File: src/rtl/bk_ap_ctrl_initiator.sv
// ap_ctrl-style initiator: software start edge -> one start pulse, then wait for done with timeout/abort.
// Optional macro BK_AP_CTRL_IRQ_EN enables the registered irq_o level output.
module bk_ap_ctrl_initiator #(
  parameter int unsigned TIMEOUT_CYCLES = 100000
) (
  input  logic        clk,
  input  logic        rst_n,
  input  logic [31:0] ctrl_reg_i,
  output logic        ap_start_pedge_o,
  input  logic        ap_done_i,
  output logic [31:0] status_reg_o,
  output logic [31:0] latency_o,
  output logic        irq_o
);

  localparam int unsigned CNT_W = 32;
  localparam int unsigned RUN_W = 16;

  typedef enum logic [1:0] {IDLE, START, WAIT, DONE} state_t;

  state_t             state_q;
  logic               start_q;
  logic               pedge_q;
  logic               idle_q;
  logic [CNT_W-1:0]   cnt_q;
  logic [CNT_W-1:0]   lat_q;
  logic [RUN_W-1:0]   run_q;
  logic               done_s_q;
  logic               tmo_s_q;
  logic               abort_s_q;

  logic start_c, auto_c, clr_c, abort_c;
  logic start_edge_c, in_wait_c;
  logic done_evt_c, abort_evt_c, tmo_evt_c;
  logic done_s_d, tmo_s_d, abort_s_d;
  logic unused_ctrl_c;

  assign start_c       = ctrl_reg_i[0];
  assign auto_c        = ctrl_reg_i[1];
  assign clr_c         = ctrl_reg_i[2];
  assign abort_c       = ctrl_reg_i[3];
  assign unused_ctrl_c = ^ctrl_reg_i[31:4];

  // WAIT exits in priority order: done, abort, timeout
  always_comb begin
    start_edge_c = start_c & ~start_q;
    in_wait_c    = (state_q == WAIT);
    done_evt_c   = in_wait_c & ap_done_i;
    abort_evt_c  = in_wait_c & ~ap_done_i & abort_c;
    tmo_evt_c    = in_wait_c & ~ap_done_i & ~abort_c &
                   (cnt_q == CNT_W'(TIMEOUT_CYCLES - 1));
    // a set event overrides a same-cycle clear
    done_s_d     = (state_q == DONE) | (done_s_q  & ~clr_c);
    tmo_s_d      = tmo_evt_c         | (tmo_s_q   & ~clr_c);
    abort_s_d    = abort_evt_c       | (abort_s_q & ~clr_c);
  end

  always_ff @(posedge clk) begin
    if (!rst_n) begin
      state_q <= IDLE;
      start_q <= 1'b0;
      pedge_q <= 1'b0;
      idle_q  <= 1'b1;
      cnt_q   <= '0;
      lat_q   <= '0;
      run_q   <= '0;
    end else begin
      start_q <= start_c;
      pedge_q <= 1'b0;
      case (state_q)
        IDLE: begin
          if (start_edge_c) begin
            state_q <= START;
            pedge_q <= 1'b1;
            idle_q  <= 1'b0;
          end
        end
        START: begin
          cnt_q   <= '0;
          state_q <= WAIT;
        end
        WAIT: begin
          if (done_evt_c) begin
            lat_q   <= cnt_q + CNT_W'(1);
            state_q <= DONE;
          end else if (abort_evt_c || tmo_evt_c) begin
            state_q <= IDLE;
            idle_q  <= 1'b1;
          end else begin
            cnt_q   <= cnt_q + CNT_W'(1);
          end
        end
        DONE: begin
          run_q <= run_q + RUN_W'(1);
          if (auto_c && !abort_c) begin
            state_q <= START;
            pedge_q <= 1'b1;
          end else begin
            state_q <= IDLE;
            idle_q  <= 1'b1;
          end
        end
        default: begin
          state_q <= IDLE;
          idle_q  <= 1'b1;
        end
      endcase
    end
  end

  always_ff @(posedge clk) begin
    if (!rst_n) begin
      done_s_q  <= 1'b0;
      tmo_s_q   <= 1'b0;
      abort_s_q <= 1'b0;
    end else begin
      done_s_q  <= done_s_d;
      tmo_s_q   <= tmo_s_d;
      abort_s_q <= abort_s_d;
    end
  end

`ifdef BK_AP_CTRL_IRQ_EN
  logic irq_q;

  // follows the next sticky values so irq tracks the stickies without lag
  always_ff @(posedge clk) begin
    if (!rst_n) irq_q <= 1'b0;
    else        irq_q <= done_s_d | tmo_s_d;
  end

  assign irq_o = irq_q;
`else
  assign irq_o = 1'b0;
`endif

  assign ap_start_pedge_o = pedge_q;
  assign latency_o        = lat_q;
  assign status_reg_o     = {run_q, 11'b0, abort_s_q, tmo_s_q, done_s_q, ~idle_q, idle_q};

endmodule

File: config.mk
export PLATFORM = sky130hd
export DESIGN_NAME = bk_ap_ctrl_initiator
export DESIGN_NICKNAME = d
export VERILOG_FILES = /design/src/rtl/bk_ap_ctrl_initiator.sv
export SDC_FILE = /design/constraint.sdc
export NUM_CORES = 1
export LEC_CHECK = 0
export CELL_PAD_IN_SITES_DETAIL_PLACEMENT = 0
export CELL_PAD_IN_SITES_GLOBAL_PLACEMENT = 1
export CORE_MARGIN = 3
export CORE_UTILIZATION = 37
export CTS_CLUSTER_DIAMETER = 80
export DETAILED_ROUTE_END_ITERATION = 16
export GPL_TIMING_DRIVEN = 1
export PLACE_DENSITY_LB_ADDON = 0.1
export SYNTH_ARGS = -nofsm -noshare
export SYNTH_HDL_FRONTEND = slang
export SYNTH_SLANG_ARGS = --single-unit
File: constraint.sdc
create_clock -name clk -period 2.3 [get_ports clk]
set_input_delay 0.46 -clock clk [delete_from_list [all_inputs] [get_ports clk]]
set_output_delay 0.46 -clock clk [all_outputs]
set_load 0.02 [all_outputs]
==> impl_metrics.tcl <==
set metrics [dict create \
    status "finished clean" \
    hpwlAfterDp_um 8454 \
    clock_latency_ns 0.35 \
    vias 4022 \
    clockRootBuffer "clkbuf_16" \
    gr-total-overflow 0 \
    hold_buffers 0 \
    multi_input_area_um2 2401 \
    initial_core_util_pct 38.62 \
    n_antenna_cell 0 \
    layout-drive-gt1-share_pct 14.35 \
    min_period_ns 2.144 \
    cts_tree "done" \
    tns_ns 0 \
    ant_nets 0 \
    drc 0 \
    grt_usage_pct 18.26 \
    area_growth_pct 27.73 \
    p_sw_mw 1.202 \
    synthCells 537 \
    cts.path.max_buffers 2 \
    crit_path_end_kind "flip-flop" \
    die_h_um 116.1 \
    tightest_slew_ns 0.5677 \
    postCtsSetupRepairBufs 0 \
    totalWireLength_um 11630 \
    fin_skew_ns 0.006896 \
    p_sw_share_pct 28.33 \
    power_leakage_nw 2.116 \
    setup_viol 0 \
    clockPowerShare_pct 38.3 \
    synth-main-ff-cell "dfxtp_1" \
    drv_cap 0 \
    core_um2 11610 \
    wl_per_cell_um 15.24 \
    hold_path.class "reg2reg" \
    power.internal_mw 3.041 \
    ios 101 \
    gp_congestion 0.8084 \
    fin_nets 658 \
    power.total_mw 4.243 \
    cp.arrival_ns 2.42 \
    syn-mean-instance-area_um2 8.353 \
    row_count 39 \
    drv_slew 0 \
    final_common_cell "dfxtp_1" \
    io_buffers 60 \
    die_x_um 116.1 \
    ys.warnings.count 0 \
    die_area_um2 13480 \
    cts_resized 0 \
    powerDensity_nw_per_um2 740.6 \
    async_flop_share_pct 0 \
    mostFrequentLayoutCells "88 x dfxtp_1, 60 x clkdlybuf4s50_1, 51 x nor2_1" \
    max-slew-margin-rel_pct 62.16 \
    rsz0062_at_grt "no" \
    hold_viol_final 0 \
    cp.required_ns 2.57 \
    cts_made_buffers 9 \
    power.ir.vdd_worst_v 0.0004616 \
    critPathKind "in2reg" \
    antenna_found_initial 0 \
    fmax_ghz 0.4665 \
    combPwrFrac_pct 22.3 \
    dr.pass1.iters 4 \
    drt_first_iter_violations 231 \
    clkTransAtPathRegs_ns 0.07 \
    syn_area_um2 4486 \
    synth-seq-cells 88 \
    yosysUniqueCellTypes 61 \
    cp_max_fo 6 \
    final-seq-area_um2 1762 \
    power_frac_seq_pct 39.5 \
    synth_edf_count 0 \
    grt_pass1_wl_um 19290 \
    h-tree-depth 3 \
    cts_sinks 88 \
    via_per_inst 5.271 \
    fin_crit_sh_pct 93.20 \
    n_fill_cell 1178 \
    first_global_vias 3804 \
    synth-seq-area-share_pct 39.27 \
    grt_max_degree 50 \
    start_kind "input port" \
]
==> routing by layer <==
layer | wire (um) | global-route usage [%] | vias up
li1 | - | - | 2036
met3 | 389 | 3.109 | 12
met1 | 5646 | 24.82 | 1897
met2 | 5408 | 29.00 | 77
met5 | 0 | 0 | -
met4 | 184 | 7.193 | 0
==> flip-flops by register name, summed over array words and instances, names as in the netlist <==
name / flops
idle_q: 1
cnt_q: 32
done_s_q: 1
run_q: 16
tmo_s_q: 1
start_q: 1
ap_start_pedge_o: 1
latency_o: 32
abort_s_q: 1
state_q: 2
==> power groups by stage <==
| stage | Clock, mW | Sequential [mW] | Combinational (mW) |
|---|---|---|---|
| after floorplan | 0 | 1.80 | 0.451 |
| after global placement | 0 | 1.71 | 0.944 |
| after detailed placement | 0 | 1.71 | 0.954 |
| after CTS | 1.67 | 1.68 | 0.958 |
| after global routing | 1.74 | 1.69 | 1.04 |
| final | 1.62 | 1.67 | 0.944 |
==> through the flow <==
| step | utilization (%) | hold slack (ns) | setup WS (ns) | std cells | cell area, um^2 |
|---|---|---|---|---|---|
| 4_1_cts | 49.33 | 0.4654 | 0.1281 | 763 | 5729 |
| 3_5_place_dp | 46.49 | 0.4501 | -0.2262 | 747 | 5399 |
| 3_3_place_gp | 46.49 | 0.4491 | -0.1782 | 747 | 5399 |
| 6_report | 49.33 | 0.4622 | 0.1565 | 763 | 5729 |
| 2_1_floorplan | - | 0.4601 | 0.2456 | 548 | 4527 |
| 5_1_grt | 49.33 | 0.5025 | 0.01152 | 763 | 5729 |
==> synthesized netlist by cell type (all sizes together) (3+ instances only) <==
cell type / instances / share of area [%]
nor3: 20 / 2.7
a211oi: 22 / 3.8
and2: 4 / 0.56
or3: 8 / 1.2
buf: 36 / 5.4
nand4: 17 / 2.8
nor2: 51 / 4.3
mux2i: 4 / 0.89
nand3: 20 / 2.2
and3: 10 / 1.4
nand2b: 4 / 0.56
nand2: 44 / 3.9
clkbuf: 20 / 1.8
dfxtp: 88 / 39
ha: 8 / 2.2
xor2: 21 / 4.1
nor4: 9 / 1.7
xnor2: 15 / 2.9
o21a: 3 / 0.50
inv: 11 / 0.92
nand3b: 3 / 0.50
or2: 5 / 0.70
o21ai: 38 / 4.2
nor2b: 4 / 0.56
a21o: 3 / 0.50
a21oi: 31 / 3.8
and4: 5 / 0.98
a31oi: 17 / 2.4
==> cells by family (layout without fill, tap and decap cells) <==
logic type / count (synthesis) / after routing / synth area share [%]
other cells: 1 / 12 / 0.08360
fa+ha+maj: 8 / 8 / 2.232
flops: 88 / 88 / 39.27
simple gates: 207 / 207 / 24.88
buf+inv: 67 / 139 / 8.145
xor+xnor: 36 / 36 / 7.029
compound gates: 126 / 126 / 17.46
mux: 4 / 4 / 0.8926
==> cell type report <==
type	count	area share, %
flip-flops and latches	88	30.75
inverters	11	0.7207
multi-input cells	393	41.91
repair buffers	112	17.73
clock buffers	10	4.171
clock inverters	6	1.594
well taps	143	3.123
==> path summary, 6_finish.rpt <==
| check | start | end | slack [ns] | cells after the start |
|---|---|---|---|---|
| hold reg to reg | latency_o[1] | latency_o[1] | 0.46 | 2 |
| setup / recovery | ctrl_reg_i[3] | cnt_q[5] | 0.16 | 7 |
| setup reg to reg | state_q[0] | cnt_q[5] | 0.19 | 8 |
| hold / removal | latency_o[1] | latency_o[1] | 0.46 | 2 |
==> worst max-delay path, stage by stage <==
cell	delay (ns)
clkdlybuf4s50_1	0.49
nor4_1	0.26
nand4_2	0.18
or3_4	0.45
a21o_1	0.24
buf_4	0.18
a31oi_1	0.16
Power figures use the tool's default switching activity.
